<file path="src/rtl/oldland_mem_arbiter.sv">
// Oldland memory arbiter: shares one memory bus between the fetch and data ports.
module oldland_mem_arbiter #(
    parameter int unsigned MAX_D_GRANTS = 4
) (
    input  logic        clk,
    input  logic        rst,
    input  logic        i_access,
    input  logic [31:0] i_addr,
    output logic [31:0] i_data,
    output logic        i_ack,
    input  logic        d_access,
    input  logic        d_wr_en,
    input  logic [31:0] d_addr,
    input  logic [31:0] d_wr_val,
    input  logic [3:0]  d_bytesel,
    output logic [31:0] d_data,
    output logic        d_ack,
    output logic        m_access,
    output logic [31:0] m_addr,
    output logic        m_wr_en,
    output logic [31:0] m_wr_val,
    output logic [3:0]  m_bytesel,
    input  logic [31:0] m_data,
    input  logic        m_ack
);

    localparam int unsigned STREAK_W = 3;
    localparam logic [STREAK_W-1:0] STREAK_MAX = '1;
    localparam logic [STREAK_W-1:0] D_LIMIT = STREAK_W'(MAX_D_GRANTS);

    typedef enum logic [1:0] {
        IDLE   = 2'd0,
        I_BUSY = 2'd1,
        D_BUSY = 2'd2
    } state_t;

    state_t              state, state_nxt;
    logic [STREAK_W-1:0] d_streak, d_streak_nxt;
    logic                m_access_nxt, m_wr_en_nxt, i_ack_nxt, d_ack_nxt;
    logic [31:0]         m_addr_nxt, m_wr_val_nxt, i_data_nxt, d_data_nxt;
    logic [3:0]          m_bytesel_nxt;
    logic                turnaround, i_elig, d_elig, starve;

    // A port is not eligible while its own ack is showing; the ack cycle
    // itself is a turnaround with no grant, so a stale request is never re-served.
    assign turnaround = i_ack | d_ack;
    assign i_elig     = i_access & ~i_ack;
    assign d_elig     = d_access & ~d_ack;
    assign starve     = (d_streak >= D_LIMIT) & i_elig;

    // Next-state, grant and completion logic.
    always_comb begin
        state_nxt     = state;
        d_streak_nxt  = d_streak;
        m_access_nxt  = m_access;
        m_addr_nxt    = m_addr;
        m_wr_en_nxt   = m_wr_en;
        m_wr_val_nxt  = m_wr_val;
        m_bytesel_nxt = m_bytesel;
        i_ack_nxt     = 1'b0;
        d_ack_nxt     = 1'b0;
        i_data_nxt    = i_data;
        d_data_nxt    = d_data;

        unique case (state)
            IDLE: begin
                if (!turnaround && d_elig && !starve) begin
                    state_nxt     = D_BUSY;
                    m_access_nxt  = 1'b1;
                    m_addr_nxt    = d_addr;
                    m_wr_en_nxt   = d_wr_en;
                    m_wr_val_nxt  = d_wr_val;
                    m_bytesel_nxt = d_bytesel;
                    if (i_access) begin
                        d_streak_nxt = (d_streak == STREAK_MAX) ? d_streak
                                                                : d_streak + STREAK_W'(1);
                    end else begin
                        d_streak_nxt = '0;
                    end
                end else if (!turnaround && i_elig) begin
                    state_nxt     = I_BUSY;
                    m_access_nxt  = 1'b1;
                    m_addr_nxt    = i_addr;
                    m_wr_en_nxt   = 1'b0;
                    m_wr_val_nxt  = 32'h0;
                    m_bytesel_nxt = 4'hf;
                    d_streak_nxt  = '0;
                end else if (!i_access) begin
                    d_streak_nxt = '0;
                end
            end
            I_BUSY: begin
                if (m_ack) begin
                    state_nxt    = IDLE;
                    m_access_nxt = 1'b0;
                    i_ack_nxt    = 1'b1;
                    i_data_nxt   = m_data;
                end
            end
            D_BUSY: begin
                if (m_ack) begin
                    state_nxt    = IDLE;
                    m_access_nxt = 1'b0;
                    d_ack_nxt    = 1'b1;
                    d_data_nxt   = m_data;
                end
            end
            default: begin
                state_nxt    = IDLE;
                m_access_nxt = 1'b0;
            end
        endcase
    end

    // State, streak counter and registered outputs.
    always_ff @(posedge clk) begin
        if (rst) begin
            state     <= IDLE;
            d_streak  <= '0;
            m_access  <= 1'b0;
            m_addr    <= 32'h0;
            m_wr_en   <= 1'b0;
            m_wr_val  <= 32'h0;
            m_bytesel <= 4'h0;
            i_ack     <= 1'b0;
            d_ack     <= 1'b0;
            i_data    <= 32'h0;
            d_data    <= 32'h0;
        end else begin
            state     <= state_nxt;
            d_streak  <= d_streak_nxt;
            m_access  <= m_access_nxt;
            m_addr    <= m_addr_nxt;
            m_wr_en   <= m_wr_en_nxt;
            m_wr_val  <= m_wr_val_nxt;
            m_bytesel <= m_bytesel_nxt;
            i_ack     <= i_ack_nxt;
            d_ack     <= d_ack_nxt;
            i_data    <= i_data_nxt;
            d_data    <= d_data_nxt;
        end
    end

endmodule

</file>
<file path="config.mk">
export PLATFORM = sky130hd
export DESIGN_NAME = oldland_mem_arbiter
export DESIGN_NICKNAME = d
export VERILOG_FILES = /design/src/rtl/oldland_mem_arbiter.sv
export SDC_FILE = /design/constraint.sdc
export NUM_CORES = 1
export LEC_CHECK = 0
export CAP_MARGIN = 10
export CORE_MARGIN = 5
export CORE_UTILIZATION = 43
export DETAILED_ROUTE_END_ITERATION = 10
export GPL_ROUTABILITY_DRIVEN = 0
export HOLD_SLACK_MARGIN = 0.02
export PLACE_DENSITY = 0.86
export SETUP_SLACK_MARGIN = 0.02
export SYNTH_ARGS = -nofsm -noshare
export SYNTH_HDL_FRONTEND = slang
export SYNTH_SLANG_ARGS = --single-unit
</file>
<file path="constraint.sdc">
create_clock -name clk -period 3 [get_ports clk]
set_input_delay 0.9 -clock clk [delete_from_list [all_inputs] [get_ports clk]]
set_output_delay 0.9 -clock clk [all_outputs]
set_load 0.005 [all_outputs]
</file>
Word-level counts from Yosys, hierarchy flattened
Cells that the tools add are included.
Storage, ports and cells
  output and inout port bits: 136
  register bits after elaboration: 141
  word-level logic and storage cells: 65
Operators by class
  reduce and logical (&&, ||, !) cells: 15
  $add $sub $neg: 1
  eq/ne operators: 7
  muxes and demuxes: 22
  order comparisons: 1
  bitwise logic cells: 8
Operator list (number)
  32-bit two-way mux: 4
  3-bit two-way mux: 5
  4-bit two-way mux: 2
  2-bit AND reduction: 4
  1-bit two-way mux: 6
  2-bit two-way mux: 3
  3-bit != test, second input constant: 2
  2-bit OR reduction: 3
  1-bit NOT: 4
  2-bit case mux with 2 select lines: 1
  3-bit by 1-bit adder with 3-bit output, second input constant: 1
  1-bit bitwise AND: 3
  3-bit equality test, second input constant: 1
  3-bit greater-or-equal comparator, second input constant: 1
  1-bit logical AND: 3
  3-bit by 1-bit != test with 1-bit output, second input constant: 1
  3-bit AND reduction: 1
  2-bit by 1-bit equality test with 1-bit output, second input constant: 1
  2-bit equality test, second input constant: 1
  1-bit logical NOT: 2
  2-bit logical NOT: 1
  2-bit by 1-bit != test with 1-bit output, second input constant: 1
  1-bit case mux with 2 select lines: 1
  2-bit nonzero test: 1
  1-bit bitwise OR: 1

Longest topological paths before layout
Gate-level depths: netlist of the first run.
  depth after elaboration: 7
  gate-level depth with buffers: 7

Worst setup path before layout of the first run
Ideal clock, no wire load.
  path type: input -> register
  from: input port d_access
  to: register d_streak[2]
  required time: 2.884 ns
  arrival: 1.794 ns
  buffers on the path: 2
  stages on the path: 5
  slack: 1.090 ns
  cell sequence: a21boi_2 > and4_1 > buf_2 > buf_2 > a31o_2
On the way
  longest elaborated chain between the ends: 5
  elaborated cells on any way between the ends: 7
  classes of those cells: eq/ne (2); mux (1); bitwise (1); reduce/logical (3)
RTL lines
  start: declaration: line 11  | input logic d_access,
  1-bit bitwise AND (*): line 48  | assign d_elig = d_access & ~d_ack;
  1-bit logical AND (*) (2 in series): line 67  | if (!turnaround && d_elig && !starve) begin
  3-bit != test (no source line) or 3-bit by 1-bit != test with 1-bit output (tied branches)
  3-bit AND reduction (no source line)
  end signal: assignment: line 131  | d_streak <= d_streak_nxt;
  end: declaration: line 38  | logic [STREAK_W-1:0] d_streak, d_streak_nxt;
Mark *: on every way between the ends. The rest lies on a longest branch, timed or not.
A chain may end at the register's enable or synchronous reset.

Final worst setup path of the first run
  from: register d_ack
  to: output port d_ack
RTL lines
  start: declaration: line 17  | output logic d_ack,
  start signal: assignment: line 138  | d_ack <= d_ack_nxt;
No word-level cell between the ends.

==> out/results.txt, run 1 <==
drc violations = 0
Reg2Reg Depth = 7
TritonCTS Buffers = 17
Crit. End Element = primary output
r2r startpoint = state[0]
IO Count = 274
Final Hold Slack = 0.453 ns
Worst path max stage delay = 0.59 ns
Worst R2R End = m_wr_val[12]
Sum Neg Setup Slack = 0 ns
cells after synthesis = 604
Pwr Density = 631 nW/um2
worst path arrival time = 1.49 ns
Final Skew = 0.0142 ns
syn_nets = 748
count leader, synth = dfxtp_1
Gate power share = 0.225
Crit path buffers/inverters = 1
Clock Power Share = 0.377
core box area = 12100 um2
Design Power = 5510 uW
routed len/inst = 18.2 um
top cells by area, synth = dfxtp_1 53%, nand2_1 9.2%, a21oi_1 9.2%
ANT nets after route = 0
crit path max-delay cell type = clkdlybuf4s50_1
clk sink count = 141
most frequent cells after synthesis = 141 x dfxtp_1, 131 x nand2_1, 98 x a21oi_1
hold_buf cts = 0
Die ar. = 14800 um2
fill count = 891
critical path's top delay family = buffers and inverters
Worst path depth = 1
synth-to-layout area growth = 63.4%
post-synthesis register bit count = 141
Sw Pwr = 1470 uW
clk root buf = clkbuf_16
Setup violations, final = 0
Inst Count DP = 1001
Fin. Hold Viols = 0
global-route wire length before repair = 29.0 mm
gr usage total = 0.245
Slew @ Worst Pin = 1.11 ns
CTS tree = built
Period Utilization, post-route = 0.797
Post-Route WL = 18.8 mm
Seq/Total Area, Yosys = 0.528
CP cell instances = clkdlybuf4s50_1
yosys warns = 0
kind of critical path = reg -> out
hold path startpoint = d_data[28]
Register Area = 2820 um2
Post-synth top flop = dfxtp_1
Netlist cell types = 35
initial antenna violation count = 0
top-area cell type share of the netlist area = 0.528
routed vias/inst = 5.43
switching share of power = 0.268
Async S/R FF share, synth = 0
setup bufs post-CTS = 0
CTS resizes = 0
mean area per synthesized cell = 8.85 um2
ant diodes = 0
fmax = 418 MHz
sequential power share = 0.398
clock buffer depth = 2
drt initial violations = 546
Initial Utilization = 0.441
maxcap violations = 0
H-tree levels = 4
flop-to-flop setup slack = 0.92 ns
number of synthesized flops with an enable pin = 0
relative slew slack = 0.257
Detailed Place HPWL = 13.0 mm
drt pass-1 iters = 4
Multi-input gate area = 2250 um2
Min-Delay Path Depth = 2
vias in the first global route = 5750
element type at the critical path start = flop
internal power = 4030 uW
via count = 5605
fin crit period = 2.39 ns
hold crit path type = reg -> reg
pin count of the biggest net entering global routing = 104
cell taking the most area after synthesis = dfxtp_1
WP data required = 2.10 ns
Worst-Skew Late Latency = 0.41 ns
Max FO, Critical Path = 6
Hold Crit Endpoint = d_data[28]
layout cells sized above 1 = 0.0671
worst vdd ir = 0.368 mV
fin. max-slew vios = 0
outcome = completed
die width = 121 um
Final nets = 997
GR Overflow Total = 0
Leakage = 0.00311 uW
Core Util, Final = 0.721
Non-Filler Instances = 1033
Port Buffers = 273
Die Height = 121 um
CTS clk-pin slew, worst paths = 0.06 ns
unrepaired setup endpoints after global routing = no
Core Rows = 40
Post-Syn Area = 5340 um2
power by group through the flow:
stage	clock network, uW	registers (uW)	logic, uW
final	2080	2190	1240
after global routing	2190	2210	1340
after CTS	2110	2190	1230
after detailed placement	0	2220	1220
after global placement	0	2220	1190
after floorplan	0	2220	530
metal layers:
metal  share of wire  wire length, um  global-route usage  vias to the layer above
li1                -                -                   -                     2645
met1            0.39             7270               0.279                     2627
met2            0.49             9310               0.416                      286
met3           0.087             1630              0.0816                       47
met4           0.032              605               0.109                        0
met5               0                0                   0                        -
layout make-up:
class,count,share of cell area
Timing Repair Buffer,285,0.325
Sequential cell,141,0.323
Multi-Input combinational cell,402,0.257
Clock buffer,19,0.0519
Tap cell,168,0.0241
Clock inverter,12,0.0156
Inverter,6,0.00258
worst max path at each step:
stage | start | to | slack (ns)
after floorplan | d_access | d_streak[2] | 1.09
after global placement | i_access | d_streak[2] | 0.05
after detailed placement | i_access | m_wr_val[7] | -0.05
after CTS | i_access | m_wr_val[12] | 0.34
after global routing | i_access | m_addr[27] | 0.55
final | d_ack | d_ack | 0.61
flip-flops by register name, summed over array words and instances, names as in the netlist:
register and flops:
d_data 32, i_data 32, m_addr 32, m_wr_val 32
m_bytesel 4, d_streak 3, state 2, d_ack 1
i_ack 1, m_access 1, m_wr_en 1
cell usage in the layout, fill, tap and decap left out, types with 12 or more instances in the layout:
| cell type | n |
|---|---|
| clkdlybuf4s50_1 | 272 |
| dfxtp_1 | 141 |
| nand2_1 | 131 |
| a21oi_1 | 98 |
| o21ai_0 | 35 |
| a22o_1 | 35 |
| nand3_1 | 34 |
| a311oi_1 | 30 |
| clkbuf_16 | 17 |
| buf_4 | 12 |
logic make-up (layout without fill, tap and decap cells):
logic type / Yosys count / after routing / synth area share
AOI/OAI and AO/OA: 212 / 212 / 0.259
and+or+nand+nor: 184 / 184 / 0.148
DFF: 141 / 141 / 0.528
buffers and inverters: 61 / 322 / 0.0513
adders and majority gates: 6 / 6 / 0.0141
stage by stage:
| step | instance area [um2] | worst slack [ns] |
|---|---|---|
| global placement | 8110 | 0.0479 |
| detailed placement | 8110 | -0.0494 |
| CTS | 8700 | 0.342 |
| global route | 8730 | 0.555 |
| floorplan | 5340 | 1.09 |
| finish | 8730 | 0.610 |
(Power assumes the default switching activity.)
==> run 2, diff against run 1 <==
CORE_UTILIZATION = 40   (was 43)
PLACE_DENSITY = 0.81   (was 0.86)
clock period = 2.24 ns   (was 3 ns; I/O delays follow)
==> run 2 against run 1 <==
Hold slack better by 0.0013 ns. Register-to-register slack worse by 0.57 ns. Critical path depth unchanged. Core utilization down 4.5 points. Highest routed layer unchanged. First-iteration DRC count down 28%. Global-route usage down 2.3 points. Flip-flop and latch count unchanged. Worst setup slack worse by 0.50 ns. Via count down 1.8%. Cell area up 2.0%.
==> out/results.txt, run 2 (synthesis results as in run 1) <==
vias in the first global route = 5277
routed vias/inst = 5.24
routed len/inst = 17.3 um
die width = 126 um
CTS resizes = 0
setup bufs post-CTS = 0
gr usage total = 0.222
Leakage = 0.00319 uW
Min-Delay Path Depth = 2
Core Util, Final = 0.675
drc violations = 0
critical path's top delay family = buffers and inverters
Worst path max stage delay = 0.58 ns
outcome = completed
Final nets = 1005
Pwr Density = 835 nW/um2
initial antenna violation count = 0
Sum Neg Setup Slack = 0 ns
Fin. Hold Viols = 0
Reg2Reg Depth = 6
synth-to-layout area growth = 66.7%
worst path arrival time = 1.45 ns
fin crit period = 2.13 ns
ANT nets after route = 0
kind of critical path = reg -> out
Crit. End Element = primary output
Port Buffers = 273
pin count of the biggest net entering global routing = 59
H-tree levels = 4
hold_buf cts = 0
core box area = 13200 um2
met2 usage = 0.371
Period Utilization, post-route = 0.949
unrepaired setup endpoints after global routing = no
drt pass-1 iters = 4
CTS clk-pin slew, worst paths = 0.06 ns
clk sink count = 141
Die Height = 126 um
Post-Place Worst Slack = -0.0477 ns
Max FO, Critical Path = 6
clock buffer depth = 2
fin. max-slew vios = 0
Register Area = 2820 um2
global-route wire length before repair = 27.9 mm
IO Count = 274
element type at the critical path start = flop
WP data required = 1.57 ns
ant diodes = 0
via count = 5506
GR Overflow Total = 0
Die ar. = 15800 um2
Multi-input gate area = 2250 um2
Setup violations, final = 0
Slew @ Worst Pin = 0.654 ns
Initial Utilization = 0.405
gr busiest metal = met2
commonest non-fill, non-tap cell in the layout = clkdlybuf4s50_1
most frequent cells in the layout = 272 x clkdlybuf4s50_1, 141 x dfxtp_1, 131 x nand2_1
met3 Usage GRT = 0.0823
Crit path buffers/inverters = 1
fill count = 1071
Detailed Place HPWL = 12.8 mm
Final Skew = 0.00837 ns
Post-Route WL = 18.2 mm
CP cell instances = clkdlybuf4s50_1
CTS tree = built
maxcap violations = 0
relative slew slack = 0.564
crit path max-delay cell type = clkdlybuf4s50_1
Worst path depth = 1
clk root buf = clkbuf_16
setup slack after layout = 0.114 ns
drt initial violations = 395
fmax = 470 MHz
hold crit path type = reg -> reg
worst vdd ir = 0.461 mV
Core Rows = 42
Worst-Skew Late Latency = 0.41 ns
met1 usage = 0.262
layout cells sized above 1 = 0.0755
TritonCTS Buffers = 17
==> run 2: per-layer routing <==
metal,part of all wire,wire (um)
met3,0.089,1630
met1,0.40,7350
met5,0,0
met2,0.49,8870
met4,0.018,334
==> run 2: cell type report <==
cell class,count,share of cell area
clock buffer,20,0.0513
clock inverter,12,0.0152
inverter,6,0.00253
multi-input combinational,402,0.252
sequential,141,0.317
tap,176,0.0247
timing repair buffer,293,0.337
==> run 2: worst paths after layout <==
path         slack [ns]         to  startpoint
min                0.45  i_data[7]   i_data[7]
min reg2reg        0.45  i_data[7]   i_data[7]
max reg2reg        0.35  m_addr[8]    state[1]
max                0.11      d_ack       d_ack
==> run 2: per-stage QoR <==
stage | total power (uW) | cell area [um2] | instances | hold slack (ns)
after floorplan | 3690 | 5340 | 604 | 0.453
after global placement | 4680 | 8320 | 1018 | 0.441
after detailed placement | 4710 | 8320 | 1018 | 0.446
after CTS | 7500 | 8910 | 1050 | 0.454
after global routing | 7780 | 8910 | 1050 | 0.468
final | 7440 | 8910 | 1050 | 0.454
==> run 2: power by group <==
group / internal, uW / switching, uW
Combinational: 990 / 743
Clock: 1700 / 1080
Sequential: 2770 / 147
Total: 5470 / 1970
==> run 3, diff against run 2 <==
CELL_PAD_IN_SITES_DETAIL_PLACEMENT = 0   (was unset)
CELL_PAD_IN_SITES_GLOBAL_PLACEMENT = 2   (was unset)
CORE_UTILIZATION = 22   (was 40)
PLACE_DENSITY = unset   (was 0.81)
PLACE_DENSITY_LB_ADDON = 0.1   (was unset)
==> run 3 against run 2 <==
Worst setup slack got worse by 0.012 ns. Power grew 2.9%. Largest power group is now the clock network. Largest cell class unchanged. Hold slack lost 0.00097 ns. Critical path type unchanged. Via count decreased by 2.5%. Global-route usage fell by 7.7 points.
==> out/results.txt, run 3 (synthesis results as in run 1) <==
Port Buffers = 273
crit path max-delay cell type = clkdlybuf4s50_1
drt initial violations = 209
Worst-Skew Late Latency = 0.42 ns
drt pass-1 iters = 4
Detailed Place HPWL = 14.6 mm
TritonCTS Buffers = 17
hold_buf cts = 0
CTS clk-pin slew, worst paths = 0.06 ns
Min-Delay Path Depth = 2
Final nets = 1007
pin count of the biggest net entering global routing = 45
Sum Neg Setup Slack = 0 ns
flop-to-flop setup slack = 0.45 ns
clock buffer depth = 2
most frequent cells in the layout = 272 x clkdlybuf4s50_1, 141 x dfxtp_1, 131 x nand2_1
worst path arrival time = 1.47 ns
Worst path max stage delay = 0.59 ns
fin crit period = 2.14 ns
setup slack after layout = 0.102 ns
Reg2Reg Depth = 6
initial antenna violation count = 0
Post-Route WL = 20.4 mm
Max FO, Critical Path = 6
Pwr Density = 837 nW/um2
routed vias/inst = 4.48
kind of critical path = reg -> out
Initial Utilization = 0.222
hold crit path type = reg -> reg
die width = 166 um
Setup violations, final = 0
clk root buf = clkbuf_16
fill count = 2493
Final Skew = 0.0113 ns
CP cell instances = clkdlybuf4s50_1
CTS tree = built
Core Util, Final = 0.379
Crit. End Element = primary output
Period Utilization, post-route = 0.954
ant diodes = 0
Fin. Hold Viols = 0
GR Overflow Total = 0
Max Used Layer = met4
vias in the first global route = 5542
outcome = completed
unrepaired setup endpoints after global routing = no
setup bufs post-CTS = 0
fmax = 468 MHz
synth-to-layout area growth = 71.1%
element type at the critical path start = flop
worst vdd ir = 0.470 mV
fin. max-slew vios = 0
layout cells sized above 1 = 0.0765
met3 WL = 1.41 mm
global-route wire length before repair = 32.1 mm
Die Height = 166 um
Slew @ Worst Pin = 0.612 ns
critical path's top delay family = buffers and inverters
dpl cell area = 8520 um2
IO Count = 274
met2 routed WL = 9.69 mm
clk sink count = 141
post-route cell area = 9140 um2
Core Rows = 57
via count = 5371
CTS resizes = 0
Die ar. = 27500 um2
maxcap violations = 0
relative slew slack = 0.592
Leakage = 0.00322 uW
r2r startpoint = state[0]
H-tree levels = 4
WP data required = 1.57 ns
ANT nets after route = 0
routed len/inst = 17.0 um
Worst R2R End = m_addr[15]
drc violations = 0
gr usage total = 0.145
core box area = 24100 um2
Crit path buffers/inverters = 1
Hold Crit Endpoint = d_data[19]
Post-Place Worst Slack = -0.0640 ns
met1 wire length = 8.88 mm
Final Hold Slack = 0.453 ns
commonest non-fill, non-tap cell in the layout = clkdlybuf4s50_1
hold path startpoint = d_data[19]
==> run 3: changes by cell type in the layout (fill, tap and decap cells not counted), sizes merged <==
| cell | previous run | this run |
|---|---|---|
| bufinv | 2 | 4 |
| buf | 21 | 23 |
| inv | 8 | 9 |
| clkinvlp | 4 | 2 |
| clkbuf | 20 | 19 |
==> run 3: how the worst max path moves through the flow <==
| stage | from | depth (start not counted) | to |
|---|---|---|---|
| floorplan | d_access | 5 | d_streak[2] |
| global placement | i_access | 6 | m_addr[13] |
| detailed placement | i_access | 6 | m_addr[12] |
| CTS | i_ack | 1 | i_ack |
| global route | d_ack | 1 | d_ack |
| finish | d_ack | 1 | d_ack |
==> run 3: cell type report <==
cell class	count	area (um2)	area share
Sequential cell	141	2820	0.309
Clock inverter	13	189	0.0207
Inverter	6	22.5	0.00246
Timing Repair Buffer	295	3020	0.331
Clock buffer	19	433	0.0474
Multi-Input combinational cell	402	2250	0.246
Tap cell	324	405	0.0444
==> run 3: tightest hold or removal path: stages, from the launching register on <==
cell,delay (ns)
dfxtp_1,0.31
nand2_1,0.05
a21oi_1,0.05
==> run 3: metrics by stage <==
stage	instances	power, uW
after floorplan	604	3690
after global placement	1168	4720
after detailed placement	1168	4730
after CTS	1200	7790
after global routing	1200	8070
final	1200	7650
==> run 3: power by group <==
part           internal, uW  total (uW)  switching, uW  leakage (uW)
clock                  1870        3000           1120      0.000298
combinational           984        1740            753       0.00177
sequential             2770        2920            146       0.00115
==> run 3: metal layers <==
layer  GRT usage  up-vias
li1            -     2667
met1       0.181     2489
met2       0.236      191
met3      0.0478       24
met4      0.0491        0
met5           0        -
